**config.mk**
```make
export PLATFORM = sky130hd
export DESIGN_NAME = time_unit_counter
export DESIGN_NICKNAME = d
export VERILOG_FILES = /design/src/rtl/time_pkg.sv /design/src/rtl/bin2bcd_2digit.sv /design/src/rtl/time_unit_counter.sv
export SDC_FILE = /design/constraint.sdc
export NUM_CORES = 1
export LEC_CHECK = 0
export CORE_UTILIZATION = 43
export CTS_CLUSTER_DIAMETER = 100
export DETAILED_ROUTE_END_ITERATION = 7
export DONT_BUFFER_PORTS = 1
export GPL_ROUTABILITY_DRIVEN = 0
export HOLD_SLACK_MARGIN = 0.1
export SLEW_MARGIN = 20
export SYNTH_ARGS = -nofsm -noshare
export SYNTH_HDL_FRONTEND = slang
export SYNTH_SLANG_ARGS = --single-unit
```
**constraint.sdc**
```tcl
create_clock -name clk -period 2.6 [get_ports clk]
set_input_delay 0.26 -clock clk [delete_from_list [all_inputs] [get_ports clk]]
set_output_delay 0.26 -clock clk [all_outputs]
set_load 0.05 [all_outputs]
```
**src/rtl/time_pkg.sv**
```systemverilog
// Shared types and constants for the digital-clock time-unit stages.
package time_pkg;

  typedef enum logic {
    ST_RUN = 1'b0,
    ST_SET = 1'b1
  } state_t;

  localparam int SEC_MODULUS   = 60;
  localparam int MIN_MODULUS   = 60;
  localparam int HOUR_MODULUS  = 24;
  localparam int DEFAULT_WIDTH = 6;

endpackage

```
**src/rtl/bin2bcd_2digit.sv**
```systemverilog
// Combinational binary (0..99) to two BCD digits; also used by the display path.
module bin2bcd_2digit (
  input  logic [6:0] bin,
  output logic [3:0] tens,
  output logic [3:0] ones
);

  // Constant divisors map to small LUT trees; inputs above 99 are never presented.
  assign tens = 4'(bin / 7'd10);
  assign ones = 4'(bin % 7'd10);

endmodule

```
**src/rtl/time_unit_counter.sv**
```systemverilog
// Cascadable modulo-MODULUS up/down time-unit stage with preset, SET-mode
// adjustment and BCD outputs.
module time_unit_counter
  import time_pkg::*;
#(
  parameter int MODULUS = SEC_MODULUS,
  parameter int WIDTH   = DEFAULT_WIDTH
) (
  input  logic             clk,
  input  logic             rst,
  input  logic             tick_in,
  input  logic             dir,
  input  logic             hold,
  input  logic             load_en,
  input  logic [WIDTH-1:0] load_val,
  input  logic             set_mode,
  input  logic             adj_up,
  input  logic             adj_dn,
  output logic [WIDTH-1:0] count,
  output logic             tick_out,
  output logic             load_err,
  output logic             in_set,
  output logic [3:0]       bcd_tens,
  output logic [3:0]       bcd_ones
);

  if (MODULUS < 2 || MODULUS > 100) begin : g_bad_modulus
    $error("time_unit_counter: MODULUS must be within 2..100");
  end
  if ((64'd1 << WIDTH) < 64'(MODULUS)) begin : g_bad_width
    $error("time_unit_counter: WIDTH too small for MODULUS");
  end

  localparam logic [WIDTH-1:0] MAX_VAL = WIDTH'(MODULUS - 1);
  localparam logic [WIDTH-1:0] ZERO    = '0;
  localparam logic [WIDTH-1:0] ONE     = WIDTH'(1);

  state_t           state_reg, state_next;
  logic [WIDTH-1:0] count_reg, count_next;
  logic             tick_reg, tick_next;
  logic             err_reg, err_next;

  always_ff @(posedge clk) begin
    if (rst) begin
      state_reg <= ST_RUN;
      count_reg <= '0;
      tick_reg  <= 1'b0;
      err_reg   <= 1'b0;
    end else begin
      state_reg <= state_next;
      count_reg <= count_next;
      tick_reg  <= tick_next;
      err_reg   <= err_next;
    end
  end

  always_comb begin
    state_next = set_mode ? ST_SET : ST_RUN;
    count_next = count_reg;
    tick_next  = 1'b0;
    err_next   = err_reg;

    if (load_en) begin
      // A preset swallows any tick or adjust pulse arriving in the same cycle.
      if (32'(load_val) < MODULUS) begin
        count_next = load_val;
        err_next   = 1'b0;
      end else begin
        err_next   = 1'b1;
      end
    end else begin
      case (state_reg)
        ST_RUN: begin
          if (tick_in && !hold) begin
            if (!dir) begin
              if (count_reg == MAX_VAL) begin
                count_next = ZERO;
                tick_next  = 1'b1;
              end else begin
                count_next = count_reg + ONE;
              end
            end else begin
              if (count_reg == ZERO) begin
                count_next = MAX_VAL;
                tick_next  = 1'b1;
              end else begin
                count_next = count_reg - ONE;
              end
            end
          end
        end
        ST_SET: begin
          // Manual adjustment wraps silently: the next stage must not move.
          if (adj_up && !adj_dn) begin
            count_next = (count_reg == MAX_VAL) ? ZERO : count_reg + ONE;
          end else if (adj_dn && !adj_up) begin
            count_next = (count_reg == ZERO) ? MAX_VAL : count_reg - ONE;
          end
        end
        default: begin
          count_next = count_reg;
        end
      endcase
    end
  end

  assign count    = count_reg;
  assign tick_out = tick_reg;
  assign load_err = err_reg;
  assign in_set   = (state_reg == ST_SET);

  logic [6:0] count7;
  if (WIDTH >= 7) begin : g_trunc
    assign count7 = count_reg[6:0];
  end else begin : g_ext
    assign count7 = {{(7 - WIDTH){1'b0}}, count_reg};
  end

  bin2bcd_2digit u_bcd (
    .bin  (count7),
    .tens (bcd_tens),
    .ones (bcd_ones)
  );

endmodule

```
* Word level (Yosys, flattened, before mapping)
Cells that the tools add are included.
** Cells by class
- Multiplexer cells :: 14
- Add/subtract/negate cells :: 2
- Div/mod/pow operators :: 2
- Magnitude comparators :: 1
- Reductions and logical operators :: 9
- Bitwise operators :: 2
- Eq/ne operators :: 4
** Operator list (number)
- two-way mux 6 bit :: 8
- one-hot mux 6 bit (2 select lines) :: 1
- divider 6 x 4 -> 7 bit, second input constant :: 1
- modulo 6 x 4 -> 7 bit, second input constant :: 1
- adder 6 x 1 -> 6 bit, second input constant :: 1
- == test 6 bit, second input constant :: 1
- logical NOT 6 bit :: 1
- less-than comparator 6 bit, second input constant :: 1
- subtractor 6 x 1 -> 6 bit, second input constant :: 1
- two-way mux 1 bit :: 5
- != test 4 x 2 -> 1 bit, second input constant :: 1
- OR reduction 4 bit :: 1
- logical AND 1 bit :: 3
- logical NOT 1 bit :: 3
- != test 3 bit, second input constant :: 1
- AND reduction 3 bit :: 1
- != test 2 x 1 -> 1 bit, second input constant :: 1
- NOT 1 bit :: 2
** Word-level totals
- Input bits :: 15
- Word-level logic and storage cells :: 38
- Register bits after elaboration :: 9

* Depth between registers and ports, before layout
Gate-level depths: netlist of the first run.
- Word-level depth :: 6
- Depth in mapped cells :: 11

* Modules after synthesis
A second synthesis of the first run with hierarchy kept.
** Second synthesis, totals
- Cell total of the unflattened synthesis :: 162
- Area, all modules :: 1232.4 sq um
** Modules (own cells, without submodules)
- time_unit_counter :: seq. area each 180.2 sq um, area an instance 798.3 sq um, instances 1, cells an instance 106
- bin2bcd_2digit :: seq. area each 0.0 sq um, area an instance 434.2 sq um, instances 1, cells an instance 56

* Worst setup path after synthesis of the first run
OpenSTA, ideal clock, no wires.
- Path type :: reg-to-output
- Start :: register count_reg[5] (netlist: count[5])
- End :: output port bcd_ones[2]
- Slack :: -1.242 ns
- Data arrival time :: 3.582 ns
- Stages on the path, launching flop included :: 11
- Path buffers :: 2
- Path through :: dfxtp_1 buf_4 or3b_1 a21oi_1 a31oi_1 ha_1 buf_2 nor2b_1 a2111oi_4 a2bb2oi_4 mux2i_1
** Between the ends
- Longest elaborated chain between the ends :: 1
** RTL lines
- start, declared :: RTL line time_unit_counter.sv:39 : logic [WIDTH-1:0] count_reg, count_next;
- start signal, assigned :: RTL line time_unit_counter.sv:51 : count_reg <= count_next;
- modulo 6 x 4 -> 7 bit :: RTL line bin2bcd_2digit.sv:10 : assign ones = 4'(bin % 7'd10);
- end, declared :: RTL line time_unit_counter.sv:24 : output logic [3:0] bcd_ones
No other way between the ends.

* Worst setup path in the final report of the first run
- Start :: register count_reg[3] (netlist: count[3])
- End :: output port bcd_ones[2]
The elaborated chain is that of the path after synthesis.

==> out/results.tsv, run 1 <==
stage	metric	value	unit
status	status	complete, but fails checks	
status	violations	negative setup slack	
finish	design_area	1460	um2
global_route	grt_pass1_wl	4710	um
logic_synthesis	async_reset_ff_share	0	%
power	p_switching	0.422	mW
clock_network	insertion_delay	280	ps
drt	drcViolationCount	0	
clock_network	clock_sinks	9	
finish	drive_gt1_share	31.4	%
placement	place_inst	176	
finish	antenna_cells	0	
finish	largest_reg_flops	6	
drt	routed.top_layer	met4	
power	combPwrFrac	68.5	%
drt	routed_wl	2960	um
power	finalPower	0.912	mW
logic_synthesis	synth_area_per_cell	8.06	um2
timing	rsz0062_at_grt	true	
drt	m1WireLength	1340	um
critical_path	crit_path_end_kind	output pin	
logic_synthesis	ys_types	51	
timing	timing.final.crit_period	2750	ps
logic_synthesis	netlist_area	1150	um2
critical_path	path_max_fanout	4	
drt	wl_met2	1350	um
logic_synthesis	yosys.area.top_type	dfxtp_1	
die	initial_utilization	46.1	%
die	die_h	53.8	um
drt	dr.pass1.iters	4	
timing	fin_ws	-153	ps
logic_synthesis	syn_inst	143	
finish	fin_util	58.2	%
clock_network	cts_made_buffers	3	
logic_synthesis	synth_flop_cell	dfxtp_1	
logic_synthesis	seq_area_frac_synth	15.6	%
clock_network	cts_max_level	1	
power	sw_frac_of_total	46.3	%
timing	drv_slew	0	
critical_path	reg2regPathDepth	6	
drt	drt-initial-drc-count	38	
timing	fin_worst_skew	5.25	ps
timing	hold-worst-slack	109	ps
global_route	grt_max_degree	19	
drt	wl_per_cell	15.9	um
global_route	antenna_found_initial	0	
critical_path	worstPathRequired	2340	ps
critical_path	crit_slowest_cell	or3b_4	
timing	fin_setup_tns	-378	ps
timing	max_slew_margin	59.2	%
drt	vias_per_cell	5.97	
min_path	hold_path_class	input pin to flop	
critical_path	arrival	2490	ps
logic_synthesis	synthTopCellsByCount	a21oi_1 (13), dfxtp_1 (9), nand2b_1 (7)	
logic_synthesis	synth_top_area_share	15.6	%
die	ios	32	
clock_network	cts-root-buf	clkbuf_4	
timing	max_freq	363	MHz
die	die_w	53.8	um
die	core_area	2500	um2
clock_network	clk_pin_slew	70	ps
finish	nNetsFinal	178	
drt	wl_met3	248	um
placement	place.port_buffers	0	
placement	hpwl	2150	um
global_route	track_usage	22.8	%
power	clockPowerShare	13.1	%
critical_path	slowest_delay	410	ps
timing	worst_slew_pin_slew	611	ps
critical_path	cp-start-kind	flop	
timing	setup_viol_count_final	3	
power	p_int	0.490	mW
global_route	grt_pass1_vias	960	
power	seqPwrFrac	18.4	%
finish	syn_to_final_growth	26.3	%
finish	stdcell_count	186	
min_path	min_path_cells	1	
logic_synthesis	synth_warnings	0	
clock_network	cts_tree	built	
clock_network	cts.path.max_buffers	2	
die	fp.dieArea	2890	um2
global_route	grt_overflow	0	
critical_path	path_cells	or3b_4 > a21oi_4 > a31oi_4 > ha_4 > nor2b_4 > a2111oi_4 > a2bb2oi_4 > mux2i_4 > buf_12	
flow_run	cap_viol_max_count	0	
drt	vias	1111	
placement	pre_cts_ws	-14.4	ps
logic_synthesis	synth_nets	164	
drt	ant_nets	0	
placement	placed_area	1310	um2
timing	hold_viol	0	
critical_path	crit_type	flop to output pin	
power	power_density	627	nW/um2
power	vdd_drop_max	0.000563	V
die	fp-row-count	18	
logic_synthesis	netlist_top_cells_area	dfxtp_1 (16%), ha_1 (6.5%), a21oi_1 (5.6%), nand2b_1 (3.8%), nor2b_4 (3.6%)	
logic_synthesis	synth-seq-cells	9	
power	p_leak	0.548	nW
logic_synthesis	synth_edf_count	0	
logic_synthesis	synth_most_common_cell	a21oi_1	
timing	fin_crit_sh	106	%
[critical path, delay by kind of cell (launching register included)]
kind,cells,cell delay (ps)
AOI/OAI and AO/OA,4,690
buffers and inverters,1,160
adders and majority gates,1,200
DFF,1,360
and+or+nand+nor,2,540
muxes,1,270
[routing by layer]
metal | GRT usage (%) | vias up
met5 | 0 | -
met4 | 3.95 | 0
met3 | 8.19 | 4
met2 | 33.5 | 42
met1 | 31.8 | 512
li1 | - | 553
[power by group through the flow]
stage | registers [mW] | logic, mW | clock network (mW)
after floorplan | 0.209 | 0.393 | 0
after global placement | 0.168 | 0.548 | 0
after detailed placement | 0.169 | 0.555 | 0
after CTS | 0.167 | 0.607 | 0.121
after global routing | 0.170 | 0.664 | 0.127
final | 0.168 | 0.624 | 0.120
[cell type report]
class                           instances  area [um2]
Clock buffer                            4        26.3
Fill cell                             230        1040
Sequential cell                         9         190
Timing Repair Buffer                   23         235
Tap cell                               30        37.5
Inverter                                5        18.8
Multi-Input combinational cell        115         947
[placed cells by master (no fill, tap or decap), drive strengths merged, types with 2 or more instances in the layout]
| cell type | Yosys | layout |
|---|---|---|
| buf | 13 | 22 |
| a21oi | 13 | 13 |
| dfxtp | 9 | 9 |
| o21ai | 9 | 9 |
| nor3 | 8 | 8 |
| nor2b | 8 | 8 |
| nand2b | 7 | 7 |
| nand2 | 6 | 6 |
| ha | 6 | 6 |
| inv | 5 | 5 |
| nor2 | 5 | 5 |
| nand3b | 4 | 4 |
| nand3 | 4 | 4 |
| a311oi | 4 | 4 |
| clkbuf | 1 | 4 |
| o21a | 3 | 3 |
| and3 | 3 | 3 |
| o211ai | 3 | 3 |
| and2 | 3 | 3 |
| o32ai | 2 | 2 |
| a22oi | 2 | 2 |
| xnor2 | 2 | 2 |
| nor3b | 2 | 2 |
| mux2i | 2 | 2 |
[kinds of logic (layout without fill, tap and decap cells)]
logic type | count (synthesis) | count (layout) | synth area share [%]
AO/OA/AOI/OAI | 47 | 47 | 31.2
other | 1 | 1 | 0.325
multiplexers | 2 | 2 | 1.74
buffers and inverters | 19 | 32 | 10.9
XOR/XNOR | 3 | 3 | 2.28
flip-flops | 9 | 9 | 15.6
adder cells (fa/ha/maj) | 7 | 7 | 7.38
AND/OR/NAND/NOR | 55 | 55 | 30.6
[path summary, 6_finish.rpt]
kind	startpoint	to	slack, ps
max	count[3]$_SDFFE_PP0P_	bcd_ones[2]	-150
min	set_mode	in_set$_SDFF_PP0_	110
max reg2reg	count[0]$_SDFFE_PP0P_	count[4]$_SDFFE_PP0P_	680
min reg2reg	load_err$_SDFFE_PP0P_	load_err$_SDFFE_PP0P_	720
[timing repair]
| action | in CTS | in global routing |
|---|---|---|
| resized for setup | 10 | 4 |
| setup endpoints to repair | 4 | 4 |
| hold endpoints to repair | 8 | 0 |
| cloned | 0 | 0 |
| buffers inserted | 3 | 2 |
| pin swaps | 4 | 2 |
| hold buffers | 1 | 0 |
Note: power is estimated with default switching activity, not from simulation.
==> run 2: changes to the inputs <==
CORE_UTILIZATION = 40   (was 43)
==> run 2 against run 1 <==
Effect of this change:
- combinational power shrank 1%
- power shrank 1.6%
- the run still ends with negative setup slack left
- clock skew shrank 2.2 ps
- die area grew 7.2%
- hold slack gained 12 ps
- final cell count shrank 1.6%
- register-to-register slack lost 70 ps
- sequential share of layout area grew 0.33 points
- sequential cell count is the same
- setup slack lost 70 ps
==> out/results.tsv, run 2 (synthesized netlist as in run 1, its figures left out) <==
stage	metric	value	unit
finish	final_cell_mix	a21oi_1 (12), buf_4 (12), nand2b_1 (7)	
timing	fin_worst_skew	3.08	ps
power	power_density	633	nW/um2
critical_path	crit_path_end_kind	output pin	
die	fp-row-count	19	
die	ios	32	
drt	vias	1093	
critical_path	worstPathRequired	2340	ps
global_route	antenna_found_initial	0	
timing	timing.final.crit_period	2820	ps
drt	drcViolationCount	0	
clock_network	cts.path.max_buffers	2	
die	fp.dieArea	3100	um2
clock_network	clk_pin_slew	70	ps
timing	worst_slew_pin_slew	607	ps
status	status	complete, but fails checks	
drt	wl_per_cell	16.0	um
global_route	grt_max_degree	20	
critical_path	crit_type	flop to output pin	
drt	routed_wl	2920	um
critical_path	slowest_delay	390	ps
critical_path	path_max_fanout	4	
power	finalPower	0.898	mW
clock_network	insertion_delay	260	ps
drt	dr.pass1.iters	4	
timing	max_slew_margin	59.5	%
critical_path	arrival	2560	ps
global_route	track_usage	21.1	%
clock_network	clock_sinks	9	
placement	place_inst	171	
power	vdd_drop_max	0.000493	V
clock_network	cts-root-buf	clkbuf_4	
timing	drv_slew	0	
timing	max_freq	354	MHz
drt	ant_nets	0	
critical_path	cp-start-kind	flop	
timing	hold-worst-slack	121	ps
critical_path	crit_slowest_cell	or3b_4	
die	core_area	2730	um2
timing	fin_setup_tns	-510	ps
placement	place.port_buffers	0	
timing	fin_ws	-222	ps
power	p_leak	0.527	nW
flow_run	cap_viol_max_count	0	
die	die_w	55.7	um
critical_path	regToRegSetupSlack	610	ps
finish	syn_to_final_growth	23.1	%
finish	nNetsFinal	174	
drt	drt-initial-drc-count	50	
finish	drive_gt1_share	29.6	%
finish	design_area	1420	um2
die	die_h	55.7	um
clock_network	cts_max_level	1	
clock_network	cts_tree	built	
status	violations	negative setup slack	
finish	antenna_cells	0	
timing	hold_viol	0	
critical_path	path_cells	or3b_4 > a21oi_4 > a31oi_4 > ha_4 > buf_6 > a2111oi_4 > a2bb2oi_4 > mux2i_4 > buf_12	
die	initial_utilization	42.2	%
timing	rsz0062_at_grt	true	
finish	stdcell_count	183	
min_path	hold_path_class	input pin to flop	
global_route	grt_pass1_vias	1085	
clock_network	cts_made_buffers	3	
placement	placed_area	1270	um2
timing	setup_viol_count_final	3	
drt	vias_per_cell	5.97	
timing	fin_crit_sh	109	%
placement	hpwl	2190	um
finish	largest_reg_flops	6	
global_route	grt_pass1_wl	5180	um
global_route	grt_overflow	0	
[run 2: layout make-up]
cell class | count | area, um2
Sequential cell | 9 | 190
Fill cell | 250 | 1320
Timing Repair Buffer | 19 | 198
Multi-Input combinational cell | 115 | 947
Tap cell | 31 | 38.8
Inverter | 5 | 18.8
Clock buffer | 4 | 26.3
[run 2: report_power, final]
| part | switching [mW] | internal, mW |
|---|---|---|
| combinational | 0.345 | 0.270 |
| clock | 0.0539 | 0.0593 |
| sequential | 0.0189 | 0.151 |
| total | 0.417 | 0.480 |
[run 2: worst paths after layout]
check / start / endpoint / cells after the start
worst max-delay path: count[5]$_SDFFE_PP0P_ / bcd_ones[2] / 9
worst min-delay path: set_mode / in_set$_SDFF_PP0_ / 1
worst max register to register: count[0]$_SDFFE_PP0P_ / count[4]$_SDFFE_PP0P_ / 6
worst min register to register: load_err$_SDFFE_PP0P_ / load_err$_SDFFE_PP0P_ / 2
[run 2: stage by stage]
step	setup slack (ps)	util, %
floorplan	-508	-
finish	-222	51.9
detailed placement	-52.0	46.4
CTS	-272	50.3
global placement	18.4	46.4
global route	-334	51.9
[run 2: worst max-delay path, delay by kind of cell (launching register included)]
| family | cells | cell delay [ps] |
|---|---|---|
| AO/OA/AOI/OAI | 4 | 810 |
| adder cells (fa/ha/maj) | 1 | 190 |
| buffers and inverters | 2 | 270 |
| flip-flops | 1 | 350 |
| multiplexers | 1 | 280 |
| AND/OR/NAND/NOR | 1 | 390 |
[run 2: metal layers]
| metal | wire length (um) | share of wire [%] | up-vias | track usage [%] |
|---|---|---|---|---|
| met1 | 1280 | 44 | 503 | 27.9 |
| met5 | 0 | 0 | - | 0 |
| met3 | 185 | 6.3 | 6 | 5.35 |
| li1 | - | - | 540 | - |
| met2 | 1420 | 48 | 44 | 32.7 |
| met4 | 39 | 1.3 | 0 | 8.57 |
[run 2: timing repair]
action,4_1_cts,5_1_grt
hold buffers,1,0
setup buffers,5,2
endpoints found under the setup margin,4,4
pin swaps,4,2
hold endpoints to repair,8,0
resized for setup,5,6
